`config.mk`:
```
export PLATFORM = sky130hd
export DESIGN_NAME = watch_input_sequencer
export DESIGN_NICKNAME = d
export VERILOG_FILES = /design/src/rtl/watch_input_sequencer.sv
export SDC_FILE = /design/constraint.sdc
export NUM_CORES = 1
export LEC_CHECK = 0
export CORE_AREA = 5 5 123 125
export DETAILED_ROUTE_END_ITERATION = 10
export DIE_AREA = 0 0 128 130
export GPL_TIMING_DRIVEN = 1
export PLACE_DENSITY = 0.87
export RECOVER_POWER = 100
export SLEW_MARGIN = 20
export SYNTH_ARGS = -nofsm -noshare
export SYNTH_HDL_FRONTEND = slang
export SYNTH_SLANG_ARGS = --single-unit
```
`constraint.sdc`:
```
create_clock -name clock -period 2.7 [get_ports clock]
set_input_delay 0.405 -clock clock [delete_from_list [all_inputs] [get_ports clock]]
set_output_delay 0.405 -clock clock [all_outputs]
set_load 0.005 [all_outputs]
```
`src/rtl/watch_input_sequencer.sv`:
```
// Watch front end: 1 Hz / blink timebase, button conditioning, mode mirror and timeout auto-return.
// Latency: raw level to strobe is DEBOUNCE_CYCLES+3 cycles; timeout strobes 1 cycle after detection.
// Backpressure: none; strobes are single-cycle pulses the datapath must accept.
module watch_input_sequencer #(
    parameter int CLK_HZ              = 100_000_000,
    parameter int DEBOUNCE_CYCLES     = 1_000_000,
    parameter int REPEAT_DELAY_CYCLES = 50_000_000,
    parameter int REPEAT_RATE_CYCLES  = 10_000_000,
    parameter int TIMEOUT_S           = 30
) (
    input  logic       clock,
    input  logic       reset,
    input  logic       raw_mode,
    input  logic       raw_add,
    input  logic       raw_sub,
    output logic       pulse_1hz,
    output logic       pulse_500ms,
    output logic       mode_button,
    output logic       add_button,
    output logic       sub_button,
    output logic [1:0] set_mode
);

    localparam int TB_W   = $clog2(CLK_HZ);
    localparam int DB_W   = $clog2(DEBOUNCE_CYCLES + 1);
    localparam int RP_MAX = (REPEAT_DELAY_CYCLES > REPEAT_RATE_CYCLES) ? REPEAT_DELAY_CYCLES : REPEAT_RATE_CYCLES;
    localparam int RP_W   = $clog2(RP_MAX + 1);
    localparam int TO_W   = $clog2(TIMEOUT_S + 1);

    localparam logic [TB_W-1:0] TB_LAST  = TB_W'(CLK_HZ - 1);
    localparam logic [TB_W-1:0] TB_HALF  = TB_W'(CLK_HZ / 2);
    localparam logic [DB_W-1:0] DB_LIM   = DB_W'(DEBOUNCE_CYCLES);
    localparam logic [RP_W-1:0] REP_DLY  = RP_W'(REPEAT_DELAY_CYCLES - 1);
    localparam logic [RP_W-1:0] REP_RATE = RP_W'(REPEAT_RATE_CYCLES - 1);
    localparam logic [TO_W-1:0] TO_LIM   = TO_W'(TIMEOUT_S);

    localparam logic [0:0] ST_IDLE   = 1'b0;
    localparam logic [0:0] ST_RETURN = 1'b1;

    logic [TB_W-1:0] tb_q;
    logic [2:0]      sync1_q, sync2_q, stable_q, stable_dly_q, stable_d, press;
    logic [DB_W-1:0] db_cnt_q [3];
    logic [DB_W-1:0] db_cnt_d [3];
    logic [RP_W-1:0] rep_q [2];
    logic [RP_W-1:0] rep_d [2];
    logic [1:0]      rep_evt;
    logic [0:0]      state_q, state_d;
    logic            phase_q, phase_d;
    logic [TO_W-1:0] inact_q, inact_d;
    logic [1:0]      set_mode_q;
    logic            mode_q, add_q, sub_q, mode_d, add_d, sub_d;
    logic            both_held, add_evt, sub_evt, in_set, usr_add, usr_sub, usr_emit, timeout;

    assign pulse_1hz   = (tb_q == TB_LAST);
    assign pulse_500ms = (tb_q < TB_HALF);
    assign mode_button = mode_q;
    assign add_button  = add_q;
    assign sub_button  = sub_q;
    assign set_mode    = set_mode_q;

    // Index 0 = mode, 1 = add, 2 = sub; repeat counters cover add/sub only.
    always_comb begin
        for (int i = 0; i < 3; i++) begin
            stable_d[i] = stable_q[i];
            db_cnt_d[i] = db_cnt_q[i];
            if (sync2_q[i] == stable_q[i]) begin
                db_cnt_d[i] = '0;
            end else if (db_cnt_q[i] == DB_LIM) begin
                stable_d[i] = ~stable_q[i];
                db_cnt_d[i] = '0;
            end else begin
                db_cnt_d[i] = db_cnt_q[i] + 1'b1;
            end
        end
        press = stable_q & ~stable_dly_q;
        for (int j = 0; j < 2; j++) begin
            rep_evt[j] = 1'b0;
            rep_d[j]   = rep_q[j];
            if (press[j+1]) begin
                rep_d[j] = REP_DLY;
            end else if (!stable_q[j+1]) begin
                rep_d[j] = '0;
            end else if (rep_q[j] == '0) begin
                rep_evt[j] = 1'b1;
                rep_d[j]   = REP_RATE;
            end else begin
                rep_d[j] = rep_q[j] - 1'b1;
            end
        end
    end

    always_comb begin
        both_held = stable_q[1] & stable_q[2];
        add_evt   = press[1] | (rep_evt[0] & ~both_held);
        sub_evt   = press[2] | (rep_evt[1] & ~both_held);
        in_set    = (set_mode_q != 2'd0);
        usr_add   = add_evt & ~sub_evt & ~press[0] & in_set;
        usr_sub   = sub_evt & ~add_evt & ~press[0] & in_set;
        timeout   = in_set & (inact_q == TO_LIM);
        state_d   = state_q;
        phase_d   = phase_q;
        mode_d    = 1'b0;
        add_d     = 1'b0;
        sub_d     = 1'b0;
        usr_emit  = 1'b0;
        case (state_q)
            ST_IDLE: begin
                if (timeout) begin
                    state_d = ST_RETURN;
                    mode_d  = 1'b1;
                    phase_d = 1'b1;
                end else begin
                    mode_d   = press[0];
                    add_d    = usr_add;
                    sub_d    = usr_sub;
                    usr_emit = press[0] | usr_add | usr_sub;
                end
            end
            ST_RETURN: begin
                // Alternate cycles so each strobe reaches the mirror before the next decision.
                if (!in_set) begin
                    state_d = ST_IDLE;
                end else if (phase_q) begin
                    phase_d = 1'b0;
                end else begin
                    mode_d  = 1'b1;
                    phase_d = 1'b1;
                end
            end
            default: state_d = ST_IDLE;
        endcase
        inact_d = inact_q;
        if (!in_set || usr_emit) begin
            inact_d = '0;
        end else if (pulse_1hz && inact_q != TO_LIM) begin
            inact_d = inact_q + 1'b1;
        end
    end

    always_ff @(posedge clock or negedge reset) begin
        if (!reset) begin
            tb_q         <= '0;
            sync1_q      <= '0;
            sync2_q      <= '0;
            stable_q     <= '0;
            stable_dly_q <= '0;
            for (int i = 0; i < 3; i++) db_cnt_q[i] <= '0;
            for (int j = 0; j < 2; j++) rep_q[j] <= '0;
            state_q      <= ST_IDLE;
            phase_q      <= 1'b0;
            inact_q      <= '0;
            set_mode_q   <= 2'd0;
            mode_q       <= 1'b0;
            add_q        <= 1'b0;
            sub_q        <= 1'b0;
        end else begin
            tb_q         <= (tb_q == TB_LAST) ? '0 : tb_q + 1'b1;
            sync1_q      <= {raw_sub, raw_add, raw_mode};
            sync2_q      <= sync1_q;
            stable_q     <= stable_d;
            stable_dly_q <= stable_q;
            for (int i = 0; i < 3; i++) db_cnt_q[i] <= db_cnt_d[i];
            for (int j = 0; j < 2; j++) rep_q[j] <= rep_d[j];
            state_q      <= state_d;
            phase_q      <= phase_d;
            inact_q      <= inact_d;
            set_mode_q   <= set_mode_q + {1'b0, mode_q};
            mode_q       <= mode_d;
            add_q        <= add_d;
            sub_q        <= sub_d;
        end
    end

endmodule

```
=== After elaboration in Yosys (flattened, before gate mapping) ===
Cells that the tools add are included.

* Logic and storage cells: 114
* ROM bits: 0
* Memories kept: 0
* RAM bits: 0
* Register bits after elaboration: 163
* Input bits: 5
* Latch bits: 0
* Output and inout bits: 7

* $lt $le $gt $ge: 1
* Bitwise gates (word level): 27
* Add/subtract/negate cells: 8
* Multiply operators: 0
* Equal/unequal tests: 11
* Reduce and logical (&&, ||, !) cells: 11
* Muxes and demuxes: 37
* Divide/modulo/power cells: 0
* Shift-type cells: 0

{| class="wikitable"
|+ Operator list
! cell !! number
|-
| 26-bit 2-to-1 mux || 6
|-
| 20-bit 2-to-1 mux || 6
|-
| 20-bit by 1-bit adder with 20-bit output (second input constant) || 3
|-
| 20-bit == test (second input constant) || 3
|-
| 26-bit logical NOT || 2
|-
| 26-bit by 1-bit subtractor with 26-bit output (second input constant) || 2
|-
| 27-bit by 1-bit adder with 27-bit output (second input constant) || 1
|-
| 27-bit == test (second input constant) || 1
|-
| 27-bit by 26-bit < comparator with 1-bit output (second input constant) || 1
|-
| 27-bit 2-to-1 mux || 1
|-
| 1-bit 2-to-1 mux || 19
|-
| 1-bit inverter || 11
|-
| 1-bit AND || 10
|-
| 5-bit 2-to-1 mux || 2
|-
| 2-bit AND reduction || 4
|-
| 1-bit case mux with 2 select lines || 3
|-
| 5-bit by 1-bit adder with 5-bit output (second input constant) || 1
|-
| 5-bit == test (second input constant) || 1
|-
| 5-bit inequality test (second input constant) || 1
|-
| 1-bit OR || 4
|-
| 2-bit nonzero test || 2
|-
| 3-bit AND || 1
|-
| 1-bit == test || 3
|-
| 3-bit inverter || 1
|-
| 6 further kinds || 6
|}

=== Depth between registers and ports, before layout ===
Gate-level depths: netlist (run 1).

* Depth in word-level cells: 16
* Gate-level depth with buffers: 8
* Depth with buffers taken out: 7

=== Least setup slack after synthesis (run 1) ===
OpenSTA, ideal clock, no wires.

* Path kind: register to output
* Start: register tb_q[11]
* End: output pulse_1hz
* Slack: 460 ps
* Data arrival time: 1835 ps
* Stages on the path, launching flop included: 6
* Data required time: 2295 ps
* Buffers on the path: 2
* Cell sequence: dfrtp_1 > or4_4 > nor3b_4 > and3_2 > clkbuf_1 > buf_2

* Word-level cells in the longest chain between the ends: 1

{| class="wikitable"
|+ Ends and longest elaborated chain
! element !! line !! RTL
|-
| from (decl) || 40 || <nowiki>logic [TB_W-1:0] tb_q;</nowiki>
|-
| from (signal assigned) || 157 || <nowiki>tb_q <= (tb_q == TB_LAST) ? '0 : tb_q + 1'b1;</nowiki>
|-
| 27-bit == test || 54 || <nowiki>assign pulse_1hz = (tb_q == TB_LAST);</nowiki>
|-
| to (decl) || 16 || <nowiki>output logic pulse_1hz,</nowiki>
|}

No other way between the ends.

=== Worst setup path after layout (run 1) ===
* Start: register tb_q[9]
* End: output pulse_1hz

The elaborated chain is that of the path after synthesis.

==> results.json, run 1 <==
{
  "post-route-drc-count": 0,
  "setup_tns_ns": 0,
  "hold_violations": 0,
  "maxSlewViolCount": 0,
  "finalCritPeriodShare_pct": 93.7,
  "r2r_start": "rep_q[20]",
  "seq_area_frac_synth_pct": 50.1,
  "grt.overflow.total": 0,
  "synth_flop_cell": "dfrtp_1",
  "first_iter_violations": 458,
  "design.die.area_um2": 16600,
  "ys_ff_latch": 163,
  "drv_cap": 0,
  "grt_pass1_wl_mm": 27.7,
  "netlist.area_leader.share_pct": 50.1,
  "drive_gt1_share_pct": 7.03,
  "regArea_um2": 4080,
  "via_per_inst": 5.86,
  "initial_core_util_pct": 59.1,
  "nNetsFinal": 874,
  "synthArstFlopShare_pct": 100,
  "setup_ws_ns": 0.170,
  "grt_max_degree": 60,
  "hp-start": "sync1_q[2]",
  "hp-class": "reg -> reg",
  "fin_crit_ns": 2.53,
  "post-place-ws_ns": 0.273,
  "detail-route-antenna-nets": 0,
  "fmax_mhz": 395,
  "reg2reg_depth": 5,
  "ys_warn_count": 0,
  "skew_ns": 0.00672,
  "area_delta_synth_final_pct": 11.6,
  "hold_ws_ns": 0.348,
  "h-tree-depth": 4,
  "ir_drop_uv": 547,
  "avgSynthCellArea_um2": 9.84,
  "holdPathEnd": "sync2_q[2]",
  "finish.utilization_pct": 65.9,
  "rsz0062_at_grt": "false",
  "antenna_found_initial": 0,
  "ios": 12,
  "num_antenna_cells": 0,
  "fill_cells": 1065,
  "hpwl_mm": 11.0,
  "setup-violations-final": 0,
  "gp_congestion": 0.900,
  "port_buffers": 11,
  "synthTopCellsByCount": "dfrtp_1, nor2_1, xnor2_1",
  "syn_nets": 846,
  "power_density_nw_per_um2": 551,
  "worst_slew_pin_slew_ns": 1.10,
  "clock_path_buffers": 2,
  "clkSinkCount": 163,
  "startpoint_type": "register",
  "cts_made_buffers": 17,
  "crit_type": "reg -> out",
  "r2r-end": "inact_q[2]",
  "place_area_um2": 8510,
  "cp-end-kind": "output port",
  "synth_area_leaders": "dfrtp_1, xnor2_1, nor2_1, xor2_1, nand3_1",
  "cts_tree": "built",
  "row_count": 43,
  "yosysTopAreaCell": "dfrtp_1",
  "multiInputGateArea_um2": 3860,
  "gr-usage-all-layers_pct": 20.3,
  "dr.pass1.iters": 6,
  "p_leak_nw": 4.22,
  "critPathRequiredTime_ns": 2.30,
  "fp.dieW_um": 128,
  "synth_edf_count": 0,
  "timing.hold.worst_path_depth": 0,
  "synth_area_um2": 8140,
  "synthCells": 827,
  "insertion_delay_ns": 0.42,
  "via_count": 6141,
  "die_height_um": 130,
  "cts_root_buf": "clkbuf_16",
  "drt_wl_total_mm": 16.3,
  "coreArea_um2": 13800,
  "cp_max_fo": 2,
  "synthDistinctLibCells": 55,
  "yosysMostFrequentCell": "dfrtp_1",
  "r2r_setup_slack_ns": 0.24,
  "run_status": "completed",
  "final_design_area_no_fill_um2": 9080,
  "arrival_ns": 2.13,
  "max_slew_margin_pct": 26.6,
  "clk_pin_slew_worst_paths_ns": 0.06,
  "grt_pass1_vias": 6079,
  "wl_per_cell_um": 15.5
}
-- metal layers --
layer | routed length (µm) | global-route usage [%] | vias to the layer above
met5 | 0 | 0 | -
met4 | 216 | 7.12 | 0
met3 | 503 | 4.09 | 21
met2 | 8320 | 34.8 | 121
met1 | 7220 | 25.9 | 3078
li1 | - | - | 2921
-- metrics by stage --
stage | instances | total power [mW]
final | 1048 | 5.00
after detailed placement | 1011 | 2.63
after floorplan | 827 | 2.56
after global placement | 1011 | 2.62
after global routing | 1048 | 5.19
after CTS | 1048 | 5.07
-- where the power goes --
part           internal [mW]  leakage, nW  switching, mW  total [mW]
Sequential              2.46         2.24         0.0157        2.47
Combinational         0.0231         1.69         0.0754      0.0985
Clock                   1.47        0.289          0.964        2.43
-- cell usage in the layout (no fill, tap or decap), types with 5 or more instances in the layout --
master	count
o21ai_0	20
dlygate4sd3_1	9
a21boi_0	12
nand4_1	32
xor2_1	50
and2_1	5
clkbuf_1	9
a31oi_1	6
clkbuf_16	17
inv_1	27
or3_1	9
nand3_1	40
and3_1	18
buf_4	7
nor4b_1	8
ha_1	14
nor2_1	130
dfrtp_1	163
o31ai_1	5
nor3_1	33
nor4_1	26
nand2b_1	7
nand2_1	51
xnor2_1	73
o21a_1	5
a21oi_1	20
-- cell families (layout without fill, tap and decap cells) --
logic type	after synthesis	after routing	synth area share [%]
AO/OA/AOI/OAI	78	78	6.04
XOR/XNOR	123	123	13.2
adder cells (fa/ha/maj)	14	14	2.15
buffers and inverters	48	89	2.25
flip-flops	163	163	50.1
multiplexers	2	2	0.277
AND/OR/NAND/NOR	399	399	25.9
-- what timing repair did --
action,in CTS,in global routing
hold buffers,1,0
setup buffers,4,0
endpoints found under the setup margin,2,0
resized for setup,3,0
hold endpoints to repair,43,0
-- state kept, by name, summed over array words and instances, names as in the netlist --
| register | cells |
|---|---|
| set_mode | 2 |
| sub_button | 1 |
| tb_q | 27 |
| add_button | 1 |
| sync1_q | 3 |
| sync2_q | 3 |
| rep_q | 52 |
| phase_q | 1 |
| state_q | 1 |
| db_cnt_q | 60 |
| mode_button | 1 |
| stable_dly_q | 3 |
| inact_q | 5 |
| stable_q | 3 |
-- worst max-delay path by stage --
stage	start	to	slack, ns	depth (start not counted)
2_1_floorplan	tb_q[11]	pulse_1hz	0.46	5
3_3_place_gp	tb_q[11]	pulse_500ms	0.28	6
3_5_place_dp	tb_q[11]	pulse_500ms	0.27	6
4_1_cts	tb_q[9]	pulse_500ms	0.18	6
5_1_grt	tb_q[9]	pulse_500ms	0.05	6
6_report	tb_q[9]	pulse_1hz	0.17	5
-- critical path, stage by stage, from the launching register on --
cell and delay [ns]:
dfrtp_1 0.37, or4_1 0.54, clkbuf_1 0.16, nor3b_4 0.20, and3_1 0.20, dlygate4sd2_1 0.24
-- area by class of cell --
cell class / count / share of cell area, %
multi-input cells: 616 / 42.5
clock inverters: 10 / 1.35
flip-flops and latches: 163 / 44.9
inverters: 27 / 1.12
well taps: 180 / 2.48
clock buffers: 22 / 5.33
repair buffers: 30 / 2.34
No activity file was read; power rests on OpenSTA's default activity.
==> inputs of run 2 (changes only) <==
--- a/config.mk
+++ b/config.mk
@@ -5,12 +5,13 @@
 export SDC_FILE = /design/constraint.sdc
 export NUM_CORES = 1
 export LEC_CHECK = 0
-export CORE_AREA = 5 5 123 125
+export CORE_AREA = 5 5 127 129
 export DETAILED_ROUTE_END_ITERATION = 10
-export DIE_AREA = 0 0 128 130
+export DIE_AREA = 0 0 132 134
 export GPL_TIMING_DRIVEN = 1
-export PLACE_DENSITY = 0.87
+export PLACE_DENSITY = 0.83
 export RECOVER_POWER = 100
+export REMOVE_ABC_BUFFERS = 1
 export SLEW_MARGIN = 20
 export SYNTH_ARGS = -nofsm -noshare
 export SYNTH_HDL_FRONTEND = slang
==> run 2 against run 1 <==
  * The run now ends with max-capacitance violations, max-slew violations left
  * Flip-flop and latch count is the same
  * Critical endpoint unchanged
  * Clock power increased by 9.5%
  * Critical path depth is the same
  * Design area up 0.50%
  * Highest routed layer unchanged
  * Non-clock buffer count fell by 1
  * Worst setup slack worse by 0.017 ns
  * Fmax decreased by 0.67%
  * Clock skew is 0.00088 ns higher
==> results.json, run 2 (synthesized netlist as in run 1, its figures left out) <==
{
  "largest_reg_flops": 60,
  "cts_made_buffers": 17,
  "fin_crit_ns": 2.55,
  "drv_cap": 1,
  "largest_registers": "db_cnt_q (60), rep_q (52), tb_q (27)",
  "grt_pass1_wl_mm": 28.4,
  "p_comb_share_pct": 1.9,
  "cts_tree": "built",
  "seq_power_share_pct": 47.3,
  "nNetsFinal": 873,
  "hold_violations": 0,
  "maxSlewViolCount": 70,
  "final_design_area_no_fill_um2": 9130,
  "coreArea_um2": 14900,
  "fmax_mhz": 393,
  "num_antenna_cells": 0,
  "grt_max_degree": 70,
  "r2r-end": "inact_q[4]",
  "timing.hold.worst_path_depth": 0,
  "startpoint_type": "register",
  "reg2reg_depth": 7,
  "row_count": 45,
  "max_slew_margin_pct": -13.4,
  "use_met1_pct": 25.3,
  "worst_slew_pin_slew_ns": 1.70,
  "ios": 12,
  "via_count": 6080,
  "detail-route-antenna-nets": 0,
  "hold_ws_ns": 0.349,
  "cp_max_fo": 2,
  "wl_per_cell_um": 15.4,
  "design.die.area_um2": 17700,
  "grtUsageMet2_pct": 31.8,
  "antenna_found_initial": 0,
  "ir_drop_uv": 527,
  "power_density_nw_per_um2": 573,
  "crit_type": "reg -> out",
  "post-place-ws_ns": 0.254,
  "hp-start": "sync1_q[1]",
  "h-tree-depth": 4,
  "drive_gt1_share_pct": 6.81,
  "die_height_um": 134,
  "grt_pass1_vias": 6025,
  "layout_common_cells": "dfrtp_1, nor2_1, xnor2_1",
  "via_per_inst": 5.76,
  "rsz0062_at_grt": "false",
  "clk_pin_slew_worst_paths_ns": 0.07,
  "r2r_setup_slack_ns": 0.17,
  "clock_path_buffers": 2,
  "drt_wl_total_mm": 16.2,
  "final_common_cell": "dfrtp_1",
  "first_iter_violations": 428,
  "p_int_mw": 4.13,
  "place_area_um2": 8520,
  "cts_root_buf": "clkbuf_16",
  "setup-violations-final": 0,
  "cp-end-kind": "output port",
  "holdPathEnd": "sync2_q[1]",
  "fill_cells": 1170,
  "initial_core_util_pct": 54.5,
  "grt.overflow.total": 0,
  "fp.dieW_um": 132,
  "gr-usage-all-layers_pct": 19.1,
  "hp-class": "reg -> reg",
  "gp_congestion": 0.882,
  "port_buffers": 11,
  "setup_ws_ns": 0.153,
  "critPathRequiredTime_ns": 2.30,
  "arrival_ns": 2.14,
  "grt_busiest_layer": "met2",
  "p_sw_share_pct": 21.2,
  "finalCritPeriodShare_pct": 94.3,
  "pwr-share-clk_pct": 50.8,
  "skew_ns": 0.00759,
  "regArea_um2": 4080,
  "hpwl_mm": 10.7,
  "dr.pass1.iters": 7,
  "finish.utilization_pct": 61.2,
  "insertion_delay_ns": 0.43,
  "clkSinkCount": 163,
  "p_leak_nw": 4.26,
  "post-route-drc-count": 0,
  "violations": "max-capacitance violations, max-slew violations",
  "p_sw_mw": 1.11,
  "r2r_start": "tb_q[9]",
  "run_status": "complete, but fails checks",
  "multiInputGateArea_um2": 3830,
  "use_met3_pct": 3.71,
  "area_delta_synth_final_pct": 12.2,
  "top_register": "db_cnt_q",
  "setup_tns_ns": 0
}
-- run 2: cell types whose count changed in the layout (fill, tap and decap cells not counted), sizes merged --
cell,before,now
clkbuf,34,27
buf,7,11
clkinv,3,0
clkinvlp,3,1
bufinv,2,4
inv,29,34
-- run 2: power by group through the flow --
stage                     Combinational (mW)  Clock [mW]  Sequential, mW
after floorplan                       0.0371           0            2.52
after detailed placement               0.110           0            2.52
after global placement                 0.105           0            2.52
after CTS                              0.111        2.69            2.47
after global routing                   0.122        2.81            2.47
final                                  0.101        2.66            2.47
-- run 2: worst max path at each step --
stage	startpoint	to	slack, ns	cells after the start
final	tb_q[9]	pulse_1hz	0.15	5
after global routing	tb_q[2]	tb_q[21]	0.04	5
after CTS	tb_q[11]	pulse_1hz	0.17	5
after detailed placement	tb_q[11]	pulse_500ms	0.25	6
after global placement	tb_q[11]	pulse_500ms	0.27	6
after floorplan	tb_q[11]	inact_q[4]	0.58	5
-- run 2: through the flow --
stage / cells / power [mW]
after floorplan: 806 / 2.55
after global placement: 1019 / 2.62
after detailed placement: 1019 / 2.63
after CTS: 1055 / 5.27
after global routing: 1055 / 5.41
final: 1055 / 5.23
-- run 2: repair_timing --
item | 4_1_cts | 5_1_grt
hold endpoints to repair | 3 | 0
setup endpoints to repair | 2 | 0
hold buffers | 1 | 0
gates resized for setup | 3 | 0
setup buffers | 3 | 0
-- run 2: area by class of cell --
type                       count  share of cell area (%)
tap                          188                    2.58
inverter                      27                    1.11
timing repair buffer          29                    2.44
sequential                   163                    44.7
clock inverter                12                    2.07
clock buffer                  20                    5.11
multi-input combinational    616                    42.0
-- run 2: layer usage --
layer / wire [µm] / vias up
met4: 201 / 0
met5: 0 / -
li1: - / 2924
met1: 7190 / 2986
met2: 8120 / 152
met3: 685 / 18
-- run 2: critical path: stages, from the launching register on --
cell,delay [ns]
dfrtp_1,0.38
or4_1,0.54
clkbuf_1,0.16
nor3b_4,0.19
and3_1,0.19
dlygate4sd2_1,0.24
